[src/rtl/opll_bus_pkg.sv]
// Shared types and bus addresses for the OPLL bus initiator.
package opll_bus_pkg;

  typedef enum logic [3:0] {
    IDLE,
    A_SETUP,
    A_STROBE,
    A_HOLD,
    A_WAIT,
    D_SETUP,
    D_STROBE,
    D_HOLD,
    D_WAIT
  } state_t;

  localparam logic [7:0]  IO_ADDR  = 8'h7C;
  localparam logic [15:0] MIO_ADDR = 16'h7FF4;

  // "reg" is a keyword, so the register-number field is regnum
  typedef struct packed {
    logic [7:0] regnum;
    logic [7:0] data;
  } opll_req_t;

endpackage

[src/rtl/opll_req_fifo.sv]
// Small first-word-fall-through request FIFO; slot 0 is always the head, so all outputs come from registers.
module opll_req_fifo #(
  parameter int DEPTH = 4,
  parameter int WIDTH = 16
) (
  input  logic             clk_i,
  input  logic             rst_ni,
  input  logic             push_i,
  input  logic [WIDTH-1:0] data_i,
  input  logic             pop_i,
  output logic [WIDTH-1:0] data_o,
  output logic             full_o,
  output logic             empty_o
);

  localparam int CW = $clog2(DEPTH + 1);

  logic [WIDTH-1:0] slot_q [DEPTH];
  logic [WIDTH-1:0] slot_d [DEPTH];
  logic [CW-1:0]    count_q, count_d;
  logic             full_q, empty_q;
  logic             pop_ok, push_ok;

  // A pop in the same cycle frees a slot, so a push into a full FIFO still lands
  assign pop_ok  = pop_i && !empty_q;
  assign push_ok = push_i && (!full_q || pop_ok);

  always_comb begin
    count_d = count_q;
    if (push_ok && !pop_ok)
      count_d = count_q + 1'b1;
    else if (pop_ok && !push_ok)
      count_d = count_q - 1'b1;

    for (int i = 0; i < DEPTH; i++) begin
      slot_d[i] = slot_q[i];
      if (pop_ok) begin
        slot_d[i] = slot_q[(i < DEPTH - 1) ? i + 1 : i];
        if (push_ok && int'(count_q) == i + 1)
          slot_d[i] = data_i;
      end else if (push_ok && int'(count_q) == i) begin
        slot_d[i] = data_i;
      end
    end
  end

  always_ff @(posedge clk_i or negedge rst_ni) begin
    if (!rst_ni) begin
      count_q <= '0;
      full_q  <= 1'b0;
      empty_q <= 1'b1;
      for (int i = 0; i < DEPTH; i++)
        slot_q[i] <= '0;
    end else begin
      count_q <= count_d;
      full_q  <= (count_d == CW'(DEPTH));
      empty_q <= (count_d == '0);
      for (int i = 0; i < DEPTH; i++)
        slot_q[i] <= slot_d[i];
    end
  end

  assign data_o  = slot_q[0];
  assign full_o  = full_q;
  assign empty_o = empty_q;

endmodule

[src/rtl/opll_bus_master.sv]
// OPLL register-write initiator: each (reg,data) request becomes an address write then a data write,
// each followed by a CLK_EN-timed wait. Define OPLL_BUS_MASTER_FIFO_EN for a 4-deep request FIFO.
module opll_bus_master
  import opll_bus_pkg::*;
#(
  parameter int MEM_MAPPED    = 0,
  parameter int SETUP_CYCLES  = 2,
  parameter int STROBE_CYCLES = 4,
  parameter int HOLD_CYCLES   = 1,
  parameter int ADDR_WAIT     = 12,
  parameter int DATA_WAIT     = 84
) (
  input  logic        CLK,
  input  logic        RESET_n,
  input  logic        CLK_EN,
  input  logic        REQ_VALID,
  output logic        REQ_READY,
  input  logic [7:0]  REQ_REG,
  input  logic [7:0]  REQ_DATA,
  output logic        BUSY,
  output logic [15:0] ADDR,
  output logic [7:0]  DOUT,
  output logic        WR_n,
  output logic        IORQ_n,
  output logic        MERQ_n,
  output logic        SLTSL_n
);

  localparam int          PW        = 16;
  localparam logic [15:0] BASE_ADDR = (MEM_MAPPED != 0) ? MIO_ADDR : {8'h00, IO_ADDR};

  if (SETUP_CYCLES < 1 || STROBE_CYCLES < 1 || HOLD_CYCLES < 1) begin : g_bad_phase
    $error("opll_bus_master: SETUP/STROBE/HOLD_CYCLES must be >= 1");
  end
  if (ADDR_WAIT < 1 || ADDR_WAIT > 127 || DATA_WAIT < 1 || DATA_WAIT > 127) begin : g_bad_wait
    $error("opll_bus_master: ADDR_WAIT/DATA_WAIT must be 1..127");
  end

  state_t          state_q, state_d;
  logic [PW-1:0]   cnt_q, cnt_d;
  logic [6:0]      wait_q, wait_d;
  logic [15:0]     addr_q, addr_d;
  logic [7:0]      dout_q, dout_d;
  logic [7:0]      data_q, data_d;
  logic            run_q;
  logic            wr_q, iorq_q, merq_q, sltsl_q;
  logic            strobe_d;
  logic            last_tick, can_take, head_valid, pop;
  opll_req_t       head;

  assign last_tick = (state_q == D_WAIT) && CLK_EN && (wait_q == 7'd1);
  assign can_take  = run_q && ((state_q == IDLE) || last_tick);
  assign pop       = can_take && head_valid;

`ifdef OPLL_BUS_MASTER_FIFO_EN
  logic      fifo_full, fifo_empty;
  opll_req_t fifo_head;

  opll_req_fifo #(
    .DEPTH (4),
    .WIDTH ($bits(opll_req_t))
  ) u_fifo (
    .clk_i   (CLK),
    .rst_ni  (RESET_n),
    .push_i  (REQ_VALID && REQ_READY),
    .data_i  ({REQ_REG, REQ_DATA}),
    .pop_i   (pop),
    .data_o  (fifo_head),
    .full_o  (fifo_full),
    .empty_o (fifo_empty)
  );

  assign head_valid = !fifo_empty;
  assign head       = fifo_head;
  assign REQ_READY  = run_q && (!fifo_full || pop);
  assign BUSY       = (state_q != IDLE) || !fifo_empty;
`else
  // Ready follows CLK_EN combinationally on the final wait tick so the next request issues with no bubble
  assign head_valid = REQ_VALID;
  assign head       = '{regnum: REQ_REG, data: REQ_DATA};
  assign REQ_READY  = can_take;
  assign BUSY       = (state_q != IDLE);
`endif

  always_comb begin
    state_d = state_q;
    cnt_d   = cnt_q;
    wait_d  = wait_q;
    addr_d  = addr_q;
    dout_d  = dout_q;
    data_d  = data_q;
    case (state_q)
      A_SETUP, D_SETUP: begin
        if (cnt_q == '0) begin
          state_d = (state_q == A_SETUP) ? A_STROBE : D_STROBE;
          cnt_d   = PW'(STROBE_CYCLES - 1);
        end else begin
          cnt_d = cnt_q - 1'b1;
        end
      end
      A_STROBE, D_STROBE: begin
        if (cnt_q == '0) begin
          state_d = (state_q == A_STROBE) ? A_HOLD : D_HOLD;
          cnt_d   = PW'(HOLD_CYCLES - 1);
        end else begin
          cnt_d = cnt_q - 1'b1;
        end
      end
      A_HOLD, D_HOLD: begin
        if (cnt_q == '0) begin
          state_d = (state_q == A_HOLD) ? A_WAIT : D_WAIT;
          wait_d  = (state_q == A_HOLD) ? 7'(ADDR_WAIT) : 7'(DATA_WAIT);
        end else begin
          cnt_d = cnt_q - 1'b1;
        end
      end
      A_WAIT: begin
        if (CLK_EN) begin
          if (wait_q == 7'd1) begin
            state_d = D_SETUP;
            cnt_d   = PW'(SETUP_CYCLES - 1);
            addr_d  = BASE_ADDR + 16'd1;
            dout_d  = data_q;
          end else begin
            wait_d = wait_q - 7'd1;
          end
        end
      end
      D_WAIT: begin
        if (CLK_EN) begin
          if (wait_q == 7'd1)
            state_d = IDLE;
          else
            wait_d = wait_q - 7'd1;
        end
      end
      default: state_d = IDLE;
    endcase

    if (pop) begin
      state_d = A_SETUP;
      cnt_d   = PW'(SETUP_CYCLES - 1);
      addr_d  = BASE_ADDR;
      dout_d  = head.regnum;
      data_d  = head.data;
    end
  end

  assign strobe_d = (state_d == A_STROBE) || (state_d == D_STROBE);

  always_ff @(posedge CLK or negedge RESET_n) begin
    if (!RESET_n) begin
      state_q <= IDLE;
      cnt_q   <= '0;
      wait_q  <= '0;
      addr_q  <= '0;
      dout_q  <= '0;
      data_q  <= '0;
      run_q   <= 1'b0;
      wr_q    <= 1'b1;
      iorq_q  <= 1'b1;
      merq_q  <= 1'b1;
      sltsl_q <= 1'b1;
    end else begin
      state_q <= state_d;
      cnt_q   <= cnt_d;
      wait_q  <= wait_d;
      addr_q  <= addr_d;
      dout_q  <= dout_d;
      data_q  <= data_d;
      run_q   <= 1'b1;
      wr_q    <= !strobe_d;
      iorq_q  <= !(strobe_d && (MEM_MAPPED == 0));
      merq_q  <= !(strobe_d && (MEM_MAPPED != 0));
      sltsl_q <= !(strobe_d && (MEM_MAPPED != 0));
    end
  end

  assign ADDR    = addr_q;
  assign DOUT    = dout_q;
  assign WR_n    = wr_q;
  assign IORQ_n  = iorq_q;
  assign MERQ_n  = merq_q;
  assign SLTSL_n = sltsl_q;

endmodule

[config.mk]
export PLATFORM = sky130hd
export DESIGN_NAME = opll_bus_master
export DESIGN_NICKNAME = d
export VERILOG_FILES = /design/src/rtl/opll_bus_pkg.sv /design/src/rtl/opll_req_fifo.sv /design/src/rtl/opll_bus_master.sv
export SDC_FILE = /design/constraint.sdc
export NUM_CORES = 1
export LEC_CHECK = 0
export BUFFER_PORTS_ARGS = -buffer_cell sky130_fd_sc_hd__buf_2
export CORE_ASPECT_RATIO = 1.2
export CORE_UTILIZATION = 51
export CTS_BUF_LIST = sky130_fd_sc_hd__clkbuf_8
export DETAILED_ROUTE_END_ITERATION = 12
export GPL_TIMING_DRIVEN = 1
export HOLD_SLACK_MARGIN = 0.15
export MAX_ROUTING_LAYER = met4
export PLACE_DENSITY = 0.84
export SKIP_LAST_GASP = 1
export SYNTH_ARGS = -nofsm -noshare
export SYNTH_HDL_FRONTEND = slang
export SYNTH_HIERARCHICAL = 1
export SYNTH_SLANG_ARGS = --single-unit
[constraint.sdc]
create_clock -name CLK -period 2.3 [get_ports CLK]
set_input_delay 0.345 -clock CLK [delete_from_list [all_inputs] [get_ports CLK]]
set_output_delay 0.345 -clock CLK [all_outputs]
set_load 0.01 [all_outputs]
==> reports/metrics.yaml <==
outcome:
  status: "complete, no violations"
sta:
  rsz0062_at_grt: "true"
  worst_pin_slew_ps: 628
  slew_headroom_pct: 58.1
  skew_ps: 11.7
  finalCriticalPeriod_ps: 2190
  hold_viol: 0
  timing.hold.ws_ps: 226
  fmax_mhz: 456
  fin_crit_sh_pct: 95.3
  worst_slack_ps: 109
  setup_viol: 0
  finalMaxSlewViolations: 0
synth:
  synth_top_area_share_pct: 44.7
  yosys.area.top_type: "dfrtp_1"
  yosysMostFrequentCell: "nand2_1"
  synth.ff_latch_count: 47
  yosysWarnings: 6
  synthCells: 295
  synth_common_cells: "nand2_1, dfrtp_1, nand3_1"
  synth_edf_count: 0
  ys_types: 45
  avgSynthCellArea_sq_um: 8.72
  syn_area_sq_um: 2570
  synth_ff_type: "dfrtp_1"
  yosysSeqAreaShare_pct: 45.8
  synth-async-reset-ratio_pct: 100
  yosys-top-cells-area: "dfrtp_1, nand2_1, buf_4"
die:
  die-area_sq_um: 5330
  start_util_pct: 54.4
  core-area_sq_um: 4730
  die_w_um: 66.8
  io_pins: 50
  die_h_um: 79.8
  rows: 27
finish:
  drive_gt1_share_pct: 21.6
  area_growth_pct: 15.7
  diodes: 0
  fill_cells: 390
  nets: 364
place:
  dpl.hpwl_um: 4060
  place.gp.congestion: 0.890
  port_buffers: 37
  dp_slack_ps: 141
clock_network:
  cts.clk_slew.worst_paths_ps: 90
  cts-root-buf: "clkbuf_8"
  cts_buffers: 5
  cts.path.max_buffers: 2
  cts-htree-levels: 2
  clock_sinks: 47
  clkLatencyLatePin_ps: 310
  tritoncts: "done"
routing:
  vias_per_cell: 5.61
  drc: 0
  first_pass_iters: 4
  vias: 2245
  drtIter0Drc: 84
  ant_nets: 0
  wl_um: 5770
  routedWlPerCell_um: 14.4
grt:
  grt_max_degree: 29
  grt_pass1_vias: 2153
  grt_pass1_wl_um: 9580
  grt_overflow_total: 0
  antenna_found_initial: 0
  groute.usage.overall_pct: 24.4
setup_path:
  crit_required_ps: 2490
  slowest_delay_ps: 540
  path_cells: "or4_4 -> or3_1 -> o31a_1 -> a21o_4 -> o21ai_0 -> o21ai_0"
  cp-end-kind: "flop"
  startpoint_type: "flop"
  slowest_stage: "or4_4"
  crit_path_max_fanout: 6
  crit_family: "simple AND/OR/NAND/NOR gates"
  worst-path-buf-inv: 0
  cpMostUsedCell: "o21ai_0"
  worstSetupPathType: "flop to flop"
  crit_arrival_ps: 2380
pwr:
  peakVddDrop_mv: 0.603
  power_leakage_uw: 0.00139
  power_density_nw_per_um2: 886
job:
  cap_violations: 0
worst_hold_path:
  hold_path_class: "primary input to flop"
## through the flow
stage	power, uW	TNS (ps)	cell area, sq um	utilization [%]	cells
final	2640	0	2980	62.9	400
after global routing	2800	-10.9	2980	62.9	400
after CTS	2630	0	2950	62.4	400
after detailed placement	2030	0	2830	59.9	391
after global placement	1980	0	2830	59.9	391
after floorplan	1750	0	2610	-	306
## worst reg2reg max path, stage by stage (launching register included)
cell and delay (ps):
dfrtp_1 390, or4_4 540, or3_1 350, o31a_1 330, a21o_4 220, o21ai_0 160, o21ai_0 100
## cells in the final DEF (no fill, tap or decap), types with 4 or more instances in the layout
cell,n
nor3_1,13
nor2b_1,4
or3_1,6
conb_1,13
mux2i_1,10
nand3_1,20
clkbuf_8,5
o21ai_0,18
inv_1,9
nor2_1,17
o211ai_1,5
a21oi_1,13
buf_4,17
nand2_1,58
buf_2,37
nand2b_1,6
dfrtp_1,46
## what timing repair did
item | in CTS | in global routing
gates resized for setup | 0 | 4
hold buffers | 1 | 0
endpoints found under the setup margin | 0 | 13
hold endpoints to repair | 25 | 0
setup buffers | 0 | 0
## where the power goes
group	internal (uW)	total (uW)	switching, uW
combinational	349	741	393
sequential	1080	1300	219
clock	320	601	281
## flip-flops by register name, summed over array words and instances (netlist names)
register	flops
wait_q	7
ADDR	2
DOUT	8
state_q	4
cnt_q	16
IORQ_n	1
run_q	1
data_q	8
## metal layers
| layer | part of all wire (%) | GRT usage, % | up-vias |
|---|---|---|---|
| met5 | 0 | - | - |
| met4 | 3.1 | 11.9 | 0 |
| met3 | 4.2 | 4.43 | 18 |
| met2 | 50 | 39.6 | 80 |
| met1 | 43 | 28.7 | 1054 |
| li1 | - | - | 1093 |
## worst paths after layout
check	from	endpoint	slack [ps]	cells after the start
setup / recovery	cnt_q[10]$_DFFE_PN0P_	wait_q[3]$_DFFE_PN0P_	110	6
hold / removal	REQ_DATA[5]	data_q[5]$_DFFE_PN0N_	230	3
setup reg to reg	cnt_q[10]$_DFFE_PN0P_	wait_q[3]$_DFFE_PN0P_	110	6
hold reg to reg	data_q[5]$_DFFE_PN0N_	data_q[5]$_DFFE_PN0N_	490	2
max in group asynchronous	RESET_n	state_q[0]$_DFF_PN0_	1120	3
min in group asynchronous	RESET_n	run_q$_DFF_PN0_	590	2
## kinds of logic (layout without fill, tap and decap cells)
group / after synthesis / count (layout) / share of synthesized area, %
other cells: 2 / 13 / 0.292
buf+inv: 35 / 71 / 7.78
simple gates: 138 / 138 / 25.1
compound gates: 58 / 58 / 15.0
fa+ha+maj: 3 / 3 / 1.46
xor+xnor: 2 / 2 / 0.681
flops: 47 / 47 / 45.8
mux: 10 / 10 / 3.89
## final cells by class
cell class              count  area (sq um)  area share, %
clock buffers               5          68.8           2.31
inverters                   8          30.0           1.01
repair buffers             55           323           10.8
clock inverters             3          41.3           1.39
well taps                  58          72.6           2.44
flip-flops and latches     47          1180           39.6
multi-input cells         224          1260           42.5
Note: power is estimated with default switching activity, not from simulation.
